`config.mk`:
```
export PLATFORM = sky130hd
export DESIGN_NAME = spi_slave_param_flat
export DESIGN_NICKNAME = d
export VERILOG_FILES = /design/src/rtl/spi_slave_param_if.sv /design/src/rtl/spi_slave_param.sv /design/src/flat_wrapper.sv
export SDC_FILE = /design/constraint.sdc
export NUM_CORES = 1
export LEC_CHECK = 0
export ABC_AREA = 1
export CORE_ASPECT_RATIO = 0.7
export CORE_MARGIN = 5
export CORE_UTILIZATION = 51
export DETAILED_ROUTE_END_ITERATION = 8
export PLACE_DENSITY = 0.85
export SETUP_SLACK_MARGIN = 0.4
export SYNTH_ARGS = -nofsm -noshare
export SYNTH_HDL_FRONTEND = slang
export SYNTH_SLANG_ARGS = --single-unit
```
`constraint.sdc`:
```
create_clock -name clk -period 2.39 [get_ports clk]
set_clock_uncertainty 0.05 [all_clocks]
set_input_delay 0.478 -clock clk [delete_from_list [all_inputs] [get_ports clk]]
set_output_delay 0.478 -clock clk [all_outputs]
set_load 0.03 [all_outputs]
```
`src/rtl/spi_slave_param_if.sv`:
```
// Bus bundle for spi_slave_param: SPI pins, RAM read-back handshake and status strobes.
interface spi_slave_param_if #(
   parameter int unsigned DATA_W = 8
);
   localparam int unsigned FRAME_W = DATA_W + 2;

   logic               SS_n;
   logic               MOSI;
   logic               tx_valid;
   logic [DATA_W-1:0]  tx_data;
   logic               rx_valid;
   logic [FRAME_W-1:0] rx_data;
   logic               MISO;
   logic               busy;
   logic               timeout_err;
   logic               par_err;

   modport slave (
      input  SS_n, MOSI, tx_valid, tx_data,
      output rx_valid, rx_data, MISO, busy, timeout_err, par_err
   );

   modport master (
      output SS_n, MOSI, tx_valid, tx_data,
      input  rx_valid, rx_data, MISO, busy, timeout_err, par_err
   );
endinterface

```
`src/rtl/spi_slave_param.sv`:
```
// SPI slave front-end: deserialises cmd+payload frames, serialises RAM read data on MISO.
// Define SPI_SLAVE_PARITY_EN to append a trailing odd-parity bit to every MOSI frame.
module spi_slave_param #(
   parameter int unsigned DATA_W         = 8,
   parameter int unsigned MISO_MSB_FIRST = 1,
   parameter int unsigned TX_TIMEOUT     = 16
) (
   input logic              clk,
   input logic              reset,
   spi_slave_param_if.slave bus
);
   localparam int unsigned FrameW = DATA_W + 2;
   localparam int unsigned BitW   = $clog2(FrameW + 2);
   localparam int unsigned ToW    = $clog2(TX_TIMEOUT + 1);
`ifdef SPI_SLAVE_PARITY_EN
   localparam int unsigned LastCnt = FrameW;
`else
   localparam int unsigned LastCnt = FrameW - 1;
`endif
   // Shift register holds every bit seen before the final edge of the frame.
   localparam int unsigned ShW = LastCnt;

   typedef enum logic [2:0] {StIdle, StRx, StReadWait, StTx, StDone} state_e;

   state_e              state_q, state_d;
   logic [BitW-1:0]     bit_cnt_q, bit_cnt_d;
   logic [ToW-1:0]      to_cnt_q, to_cnt_d;
   logic [ShW-1:0]      rx_sh_q, rx_sh_d;
   logic [FrameW-1:0]   rx_data_q, rx_data_d;
   logic                rx_valid_q, rx_valid_d;
   logic [DATA_W-1:0]   tx_sh_q, tx_sh_d;
   logic                miso_q, miso_d;
   logic                timeout_err_q, timeout_err_d;
`ifdef SPI_SLAVE_PARITY_EN
   logic                par_err_q, par_err_d;
`endif

   always_comb begin
      state_d       = state_q;
      bit_cnt_d     = bit_cnt_q;
      to_cnt_d      = to_cnt_q;
      rx_sh_d       = rx_sh_q;
      rx_data_d     = rx_data_q;
      tx_sh_d       = tx_sh_q;
      miso_d        = miso_q;
      rx_valid_d    = 1'b0;
      timeout_err_d = 1'b0;
`ifdef SPI_SLAVE_PARITY_EN
      par_err_d     = 1'b0;
`endif
      unique case (state_q)
         StIdle: begin
            if (!bus.SS_n) begin
               rx_sh_d   = {rx_sh_q[ShW-2:0], bus.MOSI};
               bit_cnt_d = BitW'(1);
               state_d   = StRx;
            end
         end
         StRx: begin
            if (bus.SS_n) begin
               state_d = StIdle;
            end else begin
               rx_sh_d   = {rx_sh_q[ShW-2:0], bus.MOSI};
               bit_cnt_d = bit_cnt_q + BitW'(1);
               if (bit_cnt_q == BitW'(LastCnt)) begin
`ifdef SPI_SLAVE_PARITY_EN
                  if (^{rx_sh_q, bus.MOSI}) begin
                     rx_data_d  = rx_sh_q;
                     rx_valid_d = 1'b1;
                     state_d    = (rx_sh_q[ShW-1 -: 2] == 2'b11) ? StReadWait : StDone;
                  end else begin
                     par_err_d = 1'b1;
                     state_d   = StDone;
                  end
`else
                  rx_data_d  = {rx_sh_q, bus.MOSI};
                  rx_valid_d = 1'b1;
                  state_d    = (rx_sh_q[ShW-1 -: 2] == 2'b11) ? StReadWait : StDone;
`endif
               end
            end
         end
         StReadWait: begin
            if (bus.SS_n) begin
               state_d = StIdle;
            end else if (bus.tx_valid) begin
               // First output bit goes out on the accepting edge itself.
               miso_d    = (MISO_MSB_FIRST != 0) ? bus.tx_data[DATA_W-1] : bus.tx_data[0];
               tx_sh_d   = (MISO_MSB_FIRST != 0) ? (bus.tx_data << 1) : (bus.tx_data >> 1);
               bit_cnt_d = BitW'(1);
               to_cnt_d  = '0;
               state_d   = StTx;
            end else begin
               to_cnt_d = to_cnt_q + ToW'(1);
               if (to_cnt_q == ToW'(TX_TIMEOUT - 1)) begin
                  timeout_err_d = 1'b1;
                  state_d       = StDone;
               end
            end
         end
         StTx: begin
            if (bus.SS_n) begin
               state_d = StIdle;
            end else if (bit_cnt_q == BitW'(DATA_W)) begin
               miso_d  = 1'b0;
               state_d = StDone;
            end else begin
               miso_d    = (MISO_MSB_FIRST != 0) ? tx_sh_q[DATA_W-1] : tx_sh_q[0];
               tx_sh_d   = (MISO_MSB_FIRST != 0) ? (tx_sh_q << 1) : (tx_sh_q >> 1);
               bit_cnt_d = bit_cnt_q + BitW'(1);
            end
         end
         StDone: begin
            miso_d = 1'b0;
            if (bus.SS_n) begin
               state_d = StIdle;
            end
         end
         default: state_d = StIdle;
      endcase
      // Entering IDLE (abort or frame end) always clears counters and MISO.
      if (state_d == StIdle) begin
         bit_cnt_d = '0;
         to_cnt_d  = '0;
         miso_d    = 1'b0;
      end
   end

   always_ff @(posedge clk) begin
      if (reset) begin
         state_q       <= StIdle;
         bit_cnt_q     <= '0;
         to_cnt_q      <= '0;
         rx_sh_q       <= '0;
         rx_data_q     <= '0;
         rx_valid_q    <= 1'b0;
         tx_sh_q       <= '0;
         miso_q        <= 1'b0;
         timeout_err_q <= 1'b0;
`ifdef SPI_SLAVE_PARITY_EN
         par_err_q     <= 1'b0;
`endif
      end else begin
         state_q       <= state_d;
         bit_cnt_q     <= bit_cnt_d;
         to_cnt_q      <= to_cnt_d;
         rx_sh_q       <= rx_sh_d;
         rx_data_q     <= rx_data_d;
         rx_valid_q    <= rx_valid_d;
         tx_sh_q       <= tx_sh_d;
         miso_q        <= miso_d;
         timeout_err_q <= timeout_err_d;
`ifdef SPI_SLAVE_PARITY_EN
         par_err_q     <= par_err_d;
`endif
      end
   end

   assign bus.rx_valid    = rx_valid_q;
   assign bus.rx_data     = rx_data_q;
   assign bus.MISO        = miso_q;
   assign bus.busy        = (state_q != StIdle);
   assign bus.timeout_err = timeout_err_q;
`ifdef SPI_SLAVE_PARITY_EN
   assign bus.par_err     = par_err_q;
`else
   assign bus.par_err     = 1'b0;
`endif
endmodule

```
`src/flat_wrapper.sv`:
```
// flat-port wrapper written by rule: the top's interface ports become plain ports
module spi_slave_param_flat 
#(
   parameter int unsigned DATA_W         = 8,
   parameter int unsigned MISO_MSB_FIRST = 1,
   parameter int unsigned TX_TIMEOUT     = 16
)
  (clk, reset, bus_SS_n, bus_MOSI, bus_tx_valid, bus_tx_data, bus_rx_valid, bus_rx_data, bus_MISO, bus_busy, bus_timeout_err, bus_par_err);
  spi_slave_param_if #(.DATA_W(DATA_W)) bus_i ();
  input logic clk;
  input logic reset;
  input wire logic [$bits(bus_i.SS_n)-1:0] bus_SS_n;
  input wire logic [$bits(bus_i.MOSI)-1:0] bus_MOSI;
  input wire logic [$bits(bus_i.tx_valid)-1:0] bus_tx_valid;
  input wire logic [$bits(bus_i.tx_data)-1:0] bus_tx_data;
  output wire logic [$bits(bus_i.rx_valid)-1:0] bus_rx_valid;
  output wire logic [$bits(bus_i.rx_data)-1:0] bus_rx_data;
  output wire logic [$bits(bus_i.MISO)-1:0] bus_MISO;
  output wire logic [$bits(bus_i.busy)-1:0] bus_busy;
  output wire logic [$bits(bus_i.timeout_err)-1:0] bus_timeout_err;
  output wire logic [$bits(bus_i.par_err)-1:0] bus_par_err;
  assign bus_i.SS_n = bus_SS_n;
  assign bus_i.MOSI = bus_MOSI;
  assign bus_i.tx_valid = bus_tx_valid;
  assign bus_i.tx_data = bus_tx_data;
  assign bus_rx_valid = bus_i.rx_valid;
  assign bus_rx_data = bus_i.rx_data;
  assign bus_MISO = bus_i.MISO;
  assign bus_busy = bus_i.busy;
  assign bus_timeout_err = bus_i.timeout_err;
  assign bus_par_err = bus_i.par_err;
  spi_slave_param #(.DATA_W(DATA_W), .MISO_MSB_FIRST(MISO_MSB_FIRST), .TX_TIMEOUT(TX_TIMEOUT)) u_core (.clk(clk), .reset(reset), .bus(bus_i));
endmodule
```
; Yosys cells after proc, flatten, opt, wreduce, memory -nomap -nowiden
; Cells that the tools add are included.
[op_classes]
n_eq_ne = 14
bitwise_logic = 3
n_reduce_logical = 16
mux = 31
addsub = 2
[ops]
columns = op, count
row1 = $mux 8, 4
row2 = $mux 3, 10
row3 = $mux 4, 6
row4 = $pmux 4 s4, 1
row5 = $pmux 8 s2, 1
row6 = $pmux 3 s5, 1
row7 = $ne 2x2->1 const B, 6
row8 = $eq 4x4->1 const B, 2
row9 = $reduce_and 7->1, 1
row10 = $eq 3x2->1 const B, 2
row11 = $logic_not 3->1, 2
row12 = $mux 1, 6
row13 = $reduce_bool 3->1, 2
row14 = $add 5x1->5 const B, 1
row15 = $eq 5x4->1 const B, 1
row16 = $mux 5, 1
row17 = $reduce_and 5->1, 1
row18 = $add 4x1->4 const B, 1
row19 = $reduce_and 2->1, 2
row20 = $reduce_and 4->1, 1
row21 = $reduce_bool 4->1, 1
row22 = $reduce_or 2->1, 2
row23 = $reduce_or 4->1, 1
row24 = $eq 3x1->1 const B, 1
row25 = other kinds (7), 9
[totals]
ff_bits = 42
output_inout_bits = 15
in_bits = 13

; Depth between registers and ports, before layout
; Gate-level depths: netlist of the first run.
[depth]
ltp_word = 7
depth_mapped = 11

; Worst setup path before layout of the first run
; No wires, ideal clock.
[synth_timing]
kind = reg-to-reg
startpoint = reg u_core.to_cnt_q[0]
endpoint = reg u_core.to_cnt_q[2]
slack_ps = 883
t_arrival_ps = 1331
required_ps = 2213
path_stages_with_launch = 12
n_path_buf = 0
cell_sequence = dfxtp_1 > ha_1 > nand2_1 > nor2_1 > ha_1 > nand2_1 > nand3_1 > nand3_1 > nor2_1 > nand2_2 > nand2_4 > nor2_1
[synth_via]
elab_chain_cells = 7
elab_cells_between_ends = 9
classes_between = 1 x add/sub / 1 x eq/ne / 5 x mux / 2 x reduce/logical
[synth_rtl]
columns = element, line
row1 = start: declaration, spi_slave_param.sv:27  ; logic [ToW-1:0] to_cnt_q, to_cnt_d;
row2 = start signal: assignment, spi_slave_param.sv:146  ; to_cnt_q <= to_cnt_d;
row3 = $eq 5x4->1, spi_slave_param.sv:95  ; if (to_cnt_q == ToW'(TX_TIMEOUT - 1)) begin
row4 = $mux 3, spi_slave_param.sv:95
row5 = $mux 3, spi_slave_param.sv:86  ; end else if (bus.tx_valid) begin
row6 = $mux 3, spi_slave_param.sv:84  ; if (bus.SS_n) begin
row7 = $pmux 3 s5, spi_slave_param.sv:51  ; unique case (state_q)
row8 = $logic_not 3->1, spi_slave_param.sv:122  ; if (state_d == StIdle) begin
row9 = $reduce_or 2->1 (no line), n/a
; Several ways; a longest one is shown, not always the timed one.
; A chain may end at the register's enable or synchronous reset.

; Worst setup path in the final report of the first run
[layout_timing]
startpoint = reg u_core.state_q[2]
endpoint = out bus_busy
[layout_via]
elab_chain_cells = 1
[layout_rtl]
columns = element, line
row1 = start: declaration, spi_slave_param.sv:25  ; state_e state_q, state_d;
row2 = start signal: assignment, spi_slave_param.sv:131  ; state_q <= StIdle;
row3 = start signal: assignment, spi_slave_param.sv:144  ; state_q <= state_d;
row4 = $reduce_bool 3->1, spi_slave_param.sv:162  ; assign bus.busy = (state_q != StIdle);
row5 = end: declaration, flat_wrapper.sv:19  ; output wire logic [$bits(bus_i.busy)-1:0] bus_busy;
; Every way passes these cells.

==> impl_metrics.tcl, run 1 <==
set metrics [dict create \
    outcome "complete, no violations" \
    finalHoldViolations 0 \
    cp_slowest_cell "dfxtp_1" \
    setup-tns-final_ns 0 \
    antenna_found_initial 0 \
    worst-path-buf-inv 1 \
    finalCritPeriodShare 0.778 \
    vias_per_cell 5.16 \
    drc 0 \
    peakVddDrop_mv 0.347 \
    dp_cells 335 \
    place_area_sq_um 2220 \
    yosysSeqAreaShare 0.425 \
    synth_cells 265 \
    min_from "u_core.rx_sh_q[2]$_SDFFE_PP0P_" \
    grt_overflow_total 0 \
    crit_family "flip-flops" \
    grtUsageTotal 0.163 \
    clk_latency_ns 0.29 \
    rr_worst_depth 10 \
    antennaDiodeCount 0 \
    cts.clk_slew.worst_paths_ns 0.08 \
    post_layout_nonfiller_instances 343 \
    core_area_sq_um 3580 \
    fill_cells 292 \
    dr.pass1.iters 4 \
    cts_buffer_depth 2 \
    cp_num_cells 3 \
    cts_sinks 41 \
    rsz0062_at_grt "no" \
    post_drt_wl_per_cell_um 12.0 \
    wl_met3_um 305 \
    grt_pass1_wl_um 6640 \
    syn-num-nets 283 \
    grt_start_max_net_pins 26 \
    end_kind "primary output" \
    max_freq_mhz 538 \
    wirelength_met1_um 1970 \
    drv_slew 0 \
    start_kind "flip-flop" \
    cts_tree "built" \
    worst-setup-path-type "reg2out" \
    vias 1771 \
    avgSynthCellArea_sq_um 7.29 \
    hpwl_um 2990 \
    ant_nets 0 \
    cap_violations 0 \
    cts_inserted_buffers 5 \
    io_buffer_count 26 \
    crit_start "u_core.state_q[2]$_SDFF_PP0_" \
    cts.htree.levels 2 \
    die_x_um 83.6 \
    row_count 18 \
    die-area_sq_um 5140 \
    dr_wl_met2_um 1770 \
    finalWorstSetupSlack_ns 0.531 \
    crit_chain "nor2_4 -> nand2_1 -> dlygate4sd2_1" \
    hold_end "u_core.rx_sh_q[3]$_SDFFE_PP0P_" \
    leakage_nw 0.952 \
    wl_um 4120 \
    gp_congestion 0.943 \
    drive_above_1_share 0.119 \
    r2r_slack_ns 0.59 \
    yosys_register_bits 41 \
    max_stage_delay_ns 0.48 \
    routed.top_layer "met4" \
    worstHoldPathType "reg2reg" \
    yosys_warnings 0 \
    arrival_ns 1.33 \
    worstReg2RegStart "u_core.bit_cnt_q[0]$_SDFFE_PP0P_" \
    place_worst_setup_slack_ns 0.285 \
    netlist_area_sq_um 1930 \
    syn2layout_area_growth_pct 21.4 \
    min_path_cells 2 \
    drt_iter0_drc 187 \
    postLayoutCoreUtil 0.655 \
    ios 28 \
    num-nets-final 310 \
    crit_fanout 5 \
    whs_ns 0.423 \
    reg2reg_to "u_core.to_cnt_q[2]$_SDFFE_PP0P_" \
    power_density_nw_per_um2 586 \
    die_h_um 61.5 \
    p_total_mw 1.37 \
    fin_crit_ns 1.86 \
    setup_viol 0 \
    multiInputGateArea_sq_um 930 \
    final_area_sq_um 2340 \
    seq_area_sq_um 823 \
    initial_core_util 0.539 \
    clockRootBuffer "clkbuf_8" \
    crit_required_ns 1.86 \
    ys_types 27 \
    first_global_vias 1535 \
]
## cells in the mapped netlist
cell type,instances,area (sq um)
a211oi_2,1,12.5
a21oi_1,19,95.1
a31oi_1,7,43.8
buf_1,1,3.75
buf_2,1,5.00
buf_4,5,37.5
clkbuf_1,2,7.51
conb_1,1,3.75
dfxtp_1,41,821
ha_1,5,62.6
inv_1,29,109
inv_2,5,18.8
nand2_1,45,169
nand2_2,5,31.3
nand2_4,1,11.3
nand3_1,16,80.1
nand3_2,4,40.0
nand4_1,4,25.0
nor2_1,32,120
nor2_2,3,18.8
nor2_4,1,11.3
nor2_8,1,20.0
nor3_1,2,10.0
o21ai_0,28,140
o21ai_1,4,20.0
o311ai_0,1,8.76
or2_2,1,6.26
## cells in the final DEF (no fill, tap or decap), types with 2 or more instances in the layout
master	count
nand2_1	45
dfxtp_1	39
nor2_1	32
inv_1	29
o21ai_0	28
clkdlybuf4s50_1	25
a21oi_1	19
nand3_1	16
a31oi_1	7
clkbuf_8	6
inv_2	5
nand2_2	5
ha_1	5
nand3_2	4
o21ai_1	4
nand4_1	4
nor2_2	3
buf_4	3
nor3_1	2
dfxtp_2	2
## cell families after synthesis
logic type      Yosys count  synth area share
simple gates            115             0.281
compound gates           60             0.166
buf+inv                  43            0.0939
flops                    41             0.425
fa+ha+maj                 5            0.0324
other cells               1           0.00194
## metal layers
metal  global-route usage  vias up
li1                     -      918
met3               0.0348        9
met5                    0        -
met1                0.212      785
met4               0.0872        0
met2                0.260       59
## power by group
group / switching (mW) / internal (mW) / total (mW)
sequential: 0.00918 / 0.694 / 0.703
combinational: 0.0536 / 0.0378 / 0.0914
clock: 0.241 / 0.339 / 0.580
## final cells by class
cell class,count,share of cell area
inverter,34,0.0544
multi-input combinational,181,0.396
clock inverter,2,0.0160
timing repair buffer,29,0.120
tap,50,0.0267
clock buffer,6,0.0352
sequential,41,0.351
## worst max path at each step
stage / slack [ns] / endpoint
after detailed placement: 0.29 / u_core.to_cnt_q[2]$_SDFFE_PP0P_
final: 0.53 / bus_busy
after CTS: 0.52 / bus_busy
after floorplan: 0.88 / u_core.to_cnt_q[2]$_SDFFE_PP0P_
after global routing: 0.46 / u_core.bus.MISO$_SDFFE_PP0P_
after global placement: 0.37 / u_core.bit_cnt_q[1]$_SDFFE_PP0P_
## flip-flops by register name, summed over array words and instances, names as in the netlist
signal                  cells
u_core.bus.MISO             1
u_core.bus.rx_valid         1
u_core.tx_sh_q              7
u_core.state_q              3
u_core.bus.rx_data         10
u_core.rx_sh_q              9
u_core.bit_cnt_q            4
u_core.to_cnt_q             5
u_core.bus.timeout_err      1
## worst min-delay path: cells and delay by family, from the launching register on
family / cells / cell delay (ns)
flops: 1 / 0.31
buf+inv: 1 / 0.07
compound gates: 1 / 0.06
## what timing repair did
action | in CTS | in global routing
resized for setup | 3 | 0
hold buffers | 0 | 0
setup buffers | 0 | 0
setup endpoints to repair | 1 | 0
No activity file was read; power rests on OpenSTA's default activity.
==> run 2: changes to the inputs <==
Settings changed: CORE_UTILIZATION 51 to 48, PLACE_DENSITY 0.85 to 0.84.
Clock period 2.39 ns to 1.5 ns, I/O delays scaled along.
==> run 2 against run 1 <==
The run now ends with negative setup slack left. Critical path depth is 5 higher. Wire length grew 100%. Worst setup slack lost 0.69 ns. Sequential share of layout area decreased by 9.3 points. Clock power increased by 38%. Cell count grew 19%. Combinational power increased to 3.1 times the previous value. Final area up 42%. Count of clock-buffer cells in the layout unchanged. Critical endpoint is now u_core.bit_cnt_q[1]$_SDFFE_PP0P_.
==> impl_metrics.tcl, run 2 (synthesized netlist as in run 1, its figures left out) <==
set metrics [dict create \
    setup-tns-final_ns -1.42 \
    final_cell_mix "48 x buf_4, 38 x nand2_1, 26 x buf_6" \
    pwr-share-comb 0.128 \
    post_layout_nonfiller_instances 409 \
    gp_congestion 0.872 \
    swShare 0.274 \
    r2r_slack_ns -0.16 \
    grtUsageTotal 0.255 \
    finalHoldViolations 0 \
    ctsHoldBuffers 0 \
    fill_cells 175 \
    worstHoldPathType "reg2reg" \
    core_area_sq_um 3900 \
    final_common_cell "buf_4" \
    clockRootBuffer "clkbuf_8" \
    syn2layout_area_growth_pct 72.9 \
    largest_register_ffs 10 \
    ant_nets 0 \
    grt_pass1_wl_um 10900 \
    cts.clk_slew.worst_paths_ns 0.09 \
    clk_latency_ns 0.31 \
    crit_required_ns 1.65 \
    end_kind "flip-flop" \
    setup_viol 16 \
    hpwl_um 3550 \
    start_kind "flip-flop" \
    whs_ns 0.452 \
    post_drt_wl_per_cell_um 20.2 \
    grt_start_max_net_pins 18 \
    worst-setup-path-type "reg2reg" \
    ios 28 \
    cts_tree "built" \
    arrival_ns 1.80 \
    antennaDiodeCount 0 \
    vias_per_cell 5.90 \
    wl_um 8250 \
    power_density_nw_per_um2 658 \
    cts_inserted_buffers 5 \
    die_h_um 63.1 \
    max_freq_mhz 603 \
    power_frac_seq 0.509 \
    cts_sinks 41 \
    die_x_um 85.8 \
    internal_power_mw 1.59 \
    finalCritPeriodShare 1.11 \
    drive_above_1_share 0.532 \
    cap_violations 0 \
    switching_power_mw 0.602 \
    row_count 19 \
    drv_slew 0 \
    cts_buffer_depth 2 \
    grt_overflow_total 0 \
    first_global_vias 2227 \
    postLayoutCoreUtil 0.857 \
    clkPwrFrac 0.363 \
    antenna_found_initial 0 \
    p_total_mw 2.20 \
    peakVddDrop_mv 0.634 \
    drt_iter0_drc 274 \
    die-area_sq_um 5410 \
    drc 0 \
    violations "negative setup slack" \
    num-nets-final 374 \
    fin_crit_ns 1.66 \
    leakage_nw 1.40 \
    dp_cells 371 \
    cts.htree.levels 2 \
    io_buffer_count 26 \
    rsz0062_at_grt "yes" \
    dr.pass1.iters 5 \
    outcome "finished with violations" \
    finalWorstSetupSlack_ns -0.159 \
    crit_fanout 6 \
    initial_core_util 0.496 \
    vias 2414 \
]
[run 2: power groups by stage]
stage | logic (mW) | registers, mW | clock network [mW]
2_1_floorplan | 0.102 | 1.14 | 0
5_1_grt | 0.293 | 1.12 | 0.844
4_1_cts | 0.226 | 1.12 | 0.789
6_report | 0.281 | 1.12 | 0.798
3_5_place_dp | 0.181 | 1.15 | 0
3_3_place_gp | 0.175 | 1.15 | 0
[run 2: critical path: stages, from the launching register on]
cell	delay, ns
dfxtp_4	0.38
buf_4	0.14
nand2_1	0.09
nand2_1	0.13
nor2_1	0.07
nor2_1	0.22
nand2_2	0.16
o21ai_1	0.21
nor2_1	0.08
[run 2: what timing repair did]
action / in CTS / in global routing
gates resized for setup: 172 / 46
pin swaps: 21 / 21
buffers inserted: 13 / 11
gates cloned: 4 / 2
endpoints found under the setup margin: 55 / 55
[run 2: final cells by class]
| cell class | instances | area, sq um | area share |
|---|---|---|---|
| flip-flops and latches | 41 | 863 | 0.258 |
| well taps | 52 | 65.1 | 0.0195 |
| clock buffers | 6 | 82.6 | 0.0247 |
| repair buffers | 89 | 840 | 0.251 |
| clock inverters | 2 | 13.8 | 0.00412 |
| repair inverters | 3 | 33.8 | 0.0101 |
| inverters | 34 | 153 | 0.0457 |
| multi-input cells | 182 | 1290 | 0.386 |
[run 2: worst paths after layout]
check	start	to	cells after the start
worst min register to register	u_core.rx_sh_q[1]$_SDFFE_PP0P_	u_core.bus.rx_data[2]$_SDFFE_PP0P_	2
worst max register to register	u_core.state_q[1]$_SDFF_PP0_	u_core.bit_cnt_q[1]$_SDFFE_PP0P_	8
worst min-delay path	u_core.rx_sh_q[1]$_SDFFE_PP0P_	u_core.bus.rx_data[2]$_SDFFE_PP0P_	2
worst max-delay path	u_core.state_q[1]$_SDFF_PP0_	u_core.bit_cnt_q[1]$_SDFFE_PP0P_	8
[run 2: routing by layer]
metal  global-route usage  vias up  wire length, um
met5                    0        -                0
met4                0.107        0              553
met1                0.301     1114             3170
met3               0.0612       71              719
met2                0.443      183             3810
li1                     -     1046                -
[run 2: per-stage QoR]
step | area [sq um] | setup WS, ns
floorplan | 2050 | -0.00199
global placement | 2580 | -0.262
detailed placement | 2580 | -0.404
CTS | 3060 | -0.109
global route | 3340 | -0.201
finish | 3340 | -0.159
